--- config.mk ---
export PLATFORM = sky130hd
export DESIGN_NAME = if_stage
export DESIGN_NICKNAME = d
export VERILOG_FILES = /design/src/rtl/if_stage.sv
export SDC_FILE = /design/constraint.sdc
export NUM_CORES = 1
export LEC_CHECK = 0
export CORE_MARGIN = 3
export CORE_UTILIZATION = 45
export CTS_CLUSTER_SIZE = 30
export DETAILED_ROUTE_END_ITERATION = 10
export PLACE_DENSITY = 0.95
export SLEW_MARGIN = 10
export SYNTH_ARGS = -nofsm -noshare
export SYNTH_HDL_FRONTEND = slang
export SYNTH_SLANG_ARGS = --single-unit
--- constraint.sdc ---
create_clock -name clk -period 4.2 [get_ports clk]
set_clock_uncertainty 0.15 [all_clocks]
set_input_delay 0.42 -clock clk [delete_from_list [all_inputs] [get_ports clk]]
set_output_delay 0.42 -clock clk [all_outputs]
set_load 0.005 [all_outputs]
--- src/rtl/if_stage.sv ---
// Instruction fetch stage: PC register, range/alignment check on the fetch
// address, and a RUN/FAULT state machine that parks the PC on an illegal fetch.
module if_stage #(
  parameter logic [31:0] RESET_PC   = 32'h0000_3000,
  parameter int unsigned IMEM_WORDS = 4096
) (
  input  logic        clk,
  input  logic        reset,
  input  logic        EN,
  input  logic        redirect,
  input  logic [31:0] redirect_target,
  output logic [31:0] imem_addr,
  input  logic [31:0] imem_rdata,
  output logic [31:0] instr,
  output logic [31:0] PC,
  output logic        fetch_valid,
  output logic        fault,
  output logic [31:0] fault_pc,
  output logic [31:0] fetch_count
);

  typedef enum logic [0:0] {
    RUN   = 1'b0,
    FAULT = 1'b1
  } state_e;

  // Upper bound kept at 33 bits so RESET_PC near the top of memory cannot overflow.
  localparam logic [32:0] LIMIT_PC = {1'b0, RESET_PC} + (33'(IMEM_WORDS) << 2);

  function automatic logic fetch_legal(input logic [31:0] addr);
    fetch_legal = (addr[1:0] == 2'b00) &&
                  (addr >= RESET_PC) &&
                  ({1'b0, addr} < LIMIT_PC);
  endfunction

  state_e      state_q, state_d;
  logic [31:0] pc_q, pc_d;
  logic [31:0] fault_pc_q, fault_pc_d;
  logic [31:0] fetch_count_q, fetch_count_d;
  logic        legal_s;

  assign legal_s = fetch_legal(pc_q);

  // Next-state logic for pc, state, fault address and fetch counter.
  always_comb begin
    state_d       = state_q;
    pc_d          = pc_q;
    fault_pc_d    = fault_pc_q;
    fetch_count_d = fetch_count_q;
    case (state_q)
      RUN: begin
        if (EN) begin
          if (legal_s) begin
            pc_d          = redirect ? redirect_target : (pc_q + 32'd4);
            fetch_count_d = fetch_count_q + 32'd1;
          end else begin
            state_d    = FAULT;
            fault_pc_d = pc_q;
          end
        end else begin
          state_d = state_q;
        end
      end
      FAULT: begin
        if (EN && redirect) begin
          pc_d    = redirect_target;
          state_d = RUN;
        end else begin
          state_d = state_q;
        end
      end
      default: begin
        state_d = RUN;
      end
    endcase
  end

  // State registers with synchronous active-low reset.
  always_ff @(posedge clk) begin
    if (!reset) begin
      state_q       <= RUN;
      pc_q          <= RESET_PC;
      fault_pc_q    <= 32'h0000_0000;
      fetch_count_q <= 32'h0000_0000;
    end else begin
      state_q       <= state_d;
      pc_q          <= pc_d;
      fault_pc_q    <= fault_pc_d;
      fetch_count_q <= fetch_count_d;
    end
  end

  // Fetch outputs follow pc in the same cycle; illegal or faulted fetches become a nop.
  always_comb begin
    imem_addr   = pc_q;
    PC          = pc_q;
    fetch_valid = 1'b0;
    instr       = 32'h0000_0000;
    if ((state_q == RUN) && legal_s) begin
      fetch_valid = 1'b1;
      instr       = imem_rdata;
    end else begin
      fetch_valid = 1'b0;
      instr       = 32'h0000_0000;
    end
  end

  assign fault       = (state_q == FAULT);
  assign fault_pc    = fault_pc_q;
  assign fetch_count = fetch_count_q;

endmodule

==> results of run 1 <==
## report_power, final
group / switching [W] / internal (W) / total, W
sequential: 0.000274 / 0.00108 / 0.00135
clock: 0.000357 / 0.000286 / 0.000643
combinational: 0.00136 / 0.00159 / 0.00295
total: 0.00199 / 0.00295 / 0.00495
## path summary, 6_finish.rpt
check / end / slack, ps / cells past startpoint
min reg2reg: fault_pc[4]$_SDFFE_PN0P_ / 310 / 2
max reg2reg: fetch_count[26]$_SDFFE_PN0P_ / 1160 / 5
max: instr[5] / 970 / 6
min: fault_pc[4]$_SDFFE_PN0P_ / 310 / 2
## per-layer routing
layer,vias up,global-route usage [%],routed length (um)
met5,-,0,0
met4,0,10.1,529
met3,49,3.97,1230
met2,295,44.4,8220
met1,2562,31.3,6600
li1,2630,-,-
## registers in the layout, summed over array words and instances, names as in the netlist
| register | cells |
|---|---|
| fault | 1 |
| PC | 32 |
| fault_pc | 32 |
| fetch_count | 32 |
## worst max-delay path, stage by stage, from the launching register on
cell and delay [ps]:
dfxtp_1 370, nor4_2 430, nand4_2 310, nor3_2 230, buf_4 270, and2_1 160
clkdlybuf4s50_1 510
## cell usage in the layout, fill, tap and decap left out, types with 2 or more instances in the layout
master	n
clkdlybuf4s50_1	229
nand2_1	115
dfxtp_1	97
a21oi_1	85
and2_1	37
nand3_1	27
nor2_1	26
o21ai_0	25
o31ai_1	20
or4_1	16
nand4_1	13
or3_1	12
inv_1	11
clkbuf_8	9
nor4_1	8
nor3_1	8
buf_4	8
a32o_1	7
and3_1	4
and4_1	4
or2_2	4
a211oi_1	4
xnor2_1	4
mux2i_1	4
a21o_1	3
a31o_2	3
nor4_2	3
ha_1	3
inv_6	3
or3b_2	2
nand2b_1	2
o41ai_1	2
## layout make-up
cell class,instances,share of cell area [%]
Tap cell,136,2.31
Sequential cell,97,26.4
Clock inverter,7,1.10
Timing Repair Buffer,237,31.9
Clock buffer,9,1.68
Inverter,12,0.612
Multi-Input combinational cell,467,36.0
## logic make-up (layout without fill, tap and decap cells)
logic type,count (synthesis),count (layout),share of synthesized area [%]
mux,4,4,0.796
xor+xnor,5,5,0.871
fa+ha+maj,3,3,0.747
flops,97,97,38.6
compound gates,164,164,19.8
buf+inv,85,265,8.93
simple gates,291,291,30.2
## metrics by stage
step	hold slack, ps	instances
final	308	965
after global routing	329	965
after CTS	310	965
after detailed placement	297	949
after global placement	291	949
after floorplan	303	649
==> flow_metrics.tcl, run 1 <==
set metrics [dict create \
    status "finished, final reports clean" \
    fp.dieArea_um2 12500 \
    io_pins 230 \
    fin_nets 895 \
    io_buffer_count 229 \
    final_area_um2 7360 \
    core_um2 10600 \
    yosysWarnings 0 \
    synth_largest_area_cell "dfxtp_1" \
    die_x_um 112 \
    syn_inst 649 \
    yosysMostFrequentCell "nand2_1" \
    grt_pass1_wl_mm 26.3 \
    yosysSeqAreaShare_pct 38.6 \
    wirelength_mm 16.6 \
    synth_top_cell_area_share_pct 38.6 \
    nFillCells 820 \
    route.detailed.wl_per_inst_um 17.2 \
    synth_area_leaders "dfxtp_1, nand2_1, a21oi_1" \
    crit_arrival_ps 2660 \
    rsz0062_at_grt "no" \
    worst-setup-path-type "reg2out" \
    power.density_nw_per_um2 672 \
    drc 0 \
    ys_types 57 \
    grt_use_total_pct 25.4 \
    synth-edff-count 0 \
    maxSlewHeadroom_pct 24.6 \
    die_h_um 112 \
    cp-end-kind "output pin" \
    report.final.setup_viol 0 \
    synth_ff_type "dfxtp_1" \
    synthArstFlopShare_pct 0 \
    yosys-top-cells-count "nand2_1, dfxtp_1, a21oi_1" \
    final_util_pct 69.5 \
    insertedDiodeCount 0 \
    avgViaCountPerCell 5.74 \
    cts_tree "done" \
    rows 37 \
    power_w 0.00495 \
    ys_ff_latch 97 \
    drt-pass1-iter-count 5 \
    fmax_ghz 0.310 \
    fin_crit_ps 3230 \
    cts_num_sinks 97 \
    num_vias 5536 \
    regArea_um2 1940 \
    syn2layout_area_growth_pct 46.5 \
    drt_iter0_drc 620 \
    place_hpwl_mm 12.1 \
    fin_crit_sh_pct 76.9 \
    startpoint_type "register" \
    cts_setup_buffers 0 \
    clockRootBuffer "clkbuf_8" \
    drive_gt1_share_pct 5.67 \
    antenna_found_initial 0 \
    grt_max_degree 41 \
    ir_drop_mv 0.587 \
    startpoint "PC[15]$_SDFFE_PN0P_" \
    p_leak_nw 2.40 \
    timing.max_cap.violations 0 \
    place_area_um2 7160 \
    crit_required_ps 3630 \
    post-place-ws_ps 1160 \
    cts_buffers 9 \
    cts_max_path_buffers 2 \
    crit_path_max_fanout 33 \
    ctsResizeCount 0 \
    setup_ws_ps 969 \
    grt_pass1_vias 5177 \
    synth.avg_cell_area_um2 7.75 \
    drv_slew 0 \
    ctsHoldBuffers 0 \
    finalHoldViolations 0 \
    reg2reg_from "PC[15]$_SDFFE_PN0P_" \
    hold_class "reg2reg" \
    clk-insertion-delay-late_ps 370 \
    worst_pin_slew_ps 1130 \
    ant_nets 0 \
    min_from "fault_pc[4]$_SDFFE_PN0P_" \
    synth.cell_area_um2 5030 \
    start_util_pct 47.4 \
    overflow 0 \
    place_congestion 0.926 \
    clk_pin_slew_ps 110 \
    cts_htree_levels 3 \
    setup_tns_ps 0 \
    multi_input_area_um2 2650 \
    syn-num-nets 720 \
]
(Power assumes the default switching activity.)
==> run 2, diff against run 1 <==
--- a/config.mk
+++ b/config.mk
@@ -6,10 +6,10 @@
 export NUM_CORES = 1
 export LEC_CHECK = 0
 export CORE_MARGIN = 3
-export CORE_UTILIZATION = 45
+export CORE_UTILIZATION = 42
 export CTS_CLUSTER_SIZE = 30
 export DETAILED_ROUTE_END_ITERATION = 10
-export PLACE_DENSITY = 0.95
+export PLACE_DENSITY = 0.93
 export SLEW_MARGIN = 10
 export SYNTH_ARGS = -nofsm -noshare
 export SYNTH_HDL_FRONTEND = slang
==> constraint.sdc (replaced) <==
create_clock -name clk -period 3.3 [get_ports clk]
set_clock_uncertainty 0.15 [all_clocks]
set_input_delay 0.33 -clock clk [delete_from_list [all_inputs] [get_ports clk]]
set_output_delay 0.33 -clock clk [all_outputs]
set_load 0.005 [all_outputs]
==> run 2 against run 1 <==
- setup slack worse by 770 ps
- power up 33%
- core utilization down 4.3 points
- sequential power up 27%
- global-route usage down 1.8 points
- wire length down 3.0%
- clock-buffer cell count up 2
- final area up 2.3%
- non-clock buffer count up 8
- die area up 6.8%
- via count up 0.42%
- worst hold slack worse by 4.8 ps
- critical endpoint is now instr[26]
==> flow_metrics.tcl, run 2 (synthesis gave the netlist of run 1 again) <==
set metrics [dict create \
    status "finished, final reports clean" \
    place_congestion 0.905 \
    mostFrequentLayoutCell "clkdlybuf4s50_1" \
    drc 0 \
    drive_gt1_share_pct 6.33 \
    power.density_nw_per_um2 875 \
    drt-pass1-iter-count 5 \
    crit_required_ps 2820 \
    ant_nets 0 \
    overflow 0 \
    report.final.setup_viol 0 \
    worst_pin_slew_ps 700 \
    clockRootBuffer "clkbuf_16" \
    clk_pin_slew_ps 70 \
    fin_nets 903 \
    path_buf_inv 2 \
    drv_slew 0 \
    timing.max_cap.violations 0 \
    nFillCells 925 \
    avgViaCountPerCell 5.67 \
    insertedDiodeCount 0 \
    cts_htree_levels 3 \
    grt_use_total_pct 23.7 \
    drt_iter0_drc 534 \
    setup_tns_ps 0 \
    clk-insertion-delay-late_ps 350 \
    p_leak_nw 2.48 \
    power_w 0.00659 \
    crit_chain "nor4_2, nand4_2, nor3_2, buf_4, and2_1, clkdlybuf4s50_1" \
    crit_family "simple AND/OR/NAND/NOR gates" \
    startpoint_type "register" \
    cts_setup_buffers 0 \
    cts_max_path_buffers 2 \
    die_x_um 115 \
    die_h_um 115 \
    fin_crit_sh_pct 93.8 \
    slowest_stage "clkdlybuf4s50_1" \
    hold_class "reg2reg" \
    fin_crit_ps 3100 \
    maxSlewHeadroom_pct 53.2 \
    cts_tree "done" \
    num_vias 5559 \
    ir_drop_mv 0.770 \
    cts_buffers 9 \
    grt_max_degree 40 \
    fmax_ghz 0.323 \
    worst-setup-path-type "reg2out" \
    grt_pass1_vias 5186 \
    grt_pass1_wl_mm 25.5 \
    start_util_pct 43.5 \
    final_cell_mix "clkdlybuf4s50_1, nand2_1, dfxtp_1" \
    finalHoldViolations 0 \
    place_hpwl_mm 11.8 \
    route.detailed.wl_per_inst_um 16.4 \
    io_buffer_count 229 \
    wirelength_mm 16.1 \
    rows 39 \
    cts_num_sinks 97 \
    critPathMaxStageDelay_ps 500 \
    syn2layout_area_growth_pct 49.8 \
    antenna_found_initial 0 \
    crit_path_max_fanout 33 \
    core_um2 11600 \
    rsz0062_at_grt "no" \
    io_pins 230 \
    crit_arrival_ps 2620 \
    cp-end-kind "output pin" \
    fp.dieArea_um2 13300 \
]
==> run 2: final timing paths <==
| kind | endpoint | slack, ps | startpoint | cells past startpoint |
|---|---|---|---|---|
| max | instr[26] | 200 | PC[20]$_SDFFE_PN0P_ | 6 |
| min | fault_pc[12]$_SDFFE_PN0P_ | 300 | fault_pc[12]$_SDFFE_PN0P_ | 2 |
| max reg2reg | fetch_count[25]$_SDFFE_PN0P_ | 520 | PC[20]$_SDFFE_PN0P_ | 5 |
| min reg2reg | fault_pc[12]$_SDFFE_PN0P_ | 300 | fault_pc[12]$_SDFFE_PN0P_ | 2 |
==> run 2: per-stage QoR <==
| stage | hold slack, ps | cell area (um2) | utilization, % | instances | setup WS [ps] |
|---|---|---|---|---|---|
| 2_1_floorplan | 303 | 5030 | - | 649 | 819 |
| 5_1_grt | 324 | 7530 | 65.1 | 980 | 0.727 |
| 3_5_place_dp | 297 | 7230 | 62.5 | 964 | 513 |
| 6_report | 303 | 7530 | 65.1 | 980 | 204 |
| 3_3_place_gp | 291 | 7230 | 62.5 | 964 | 568 |
| 4_1_cts | 306 | 7520 | 65.1 | 980 | 142 |
==> run 2: where the power goes <==
part / internal, W / switching (W)
clock: 0.000594 / 0.000459
sequential: 0.00137 / 0.000342
combinational: 0.00210 / 0.00173
==> run 2: layer usage <==
metal  up-vias  track usage, %  wire (um)
met4         0            10.5        565
met5         -               0          0
met1      2584            29.4       6350
li1       2647               -          -
met3        40            4.74       1280
met2       288            39.7       7880
==> run 2: worst reg2reg max path: stages (launching register included) <==
cell	delay [ps]
dfxtp_1	400
nor4_2	390
nand4_2	280
or4_4	730
or4_1	550
a21oi_1	190
==> run 2: area by class of cell <==
cell class	instances	area [um2]	area share (%)
multi-input cells	467	2660	35.3
repair buffers	245	2410	32.0
flip-flops and latches	97	1940	25.8
clock buffers	11	233	3.09
well taps	143	179	2.38
clock inverters	5	63.8	0.847
inverters	12	45.0	0.598
==> run 2: what timing repair did <==
| action | 4_1_cts | 5_1_grt |
|---|---|---|
| gates resized for setup | 0 | 1 |
| hold buffers | 0 | 0 |
| setup endpoints to repair | 0 | 32 |
==> run 3, diff against run 2 <==
--- a/config.mk
+++ b/config.mk
@@ -14,3 +14,4 @@
 export SYNTH_ARGS = -nofsm -noshare
 export SYNTH_HDL_FRONTEND = slang
 export SYNTH_SLANG_ARGS = --single-unit
+export TNS_END_PERCENT = 5
==> results of run 3 <==
Same layout as run 2: the final DEF is identical, and so are final timing and power.
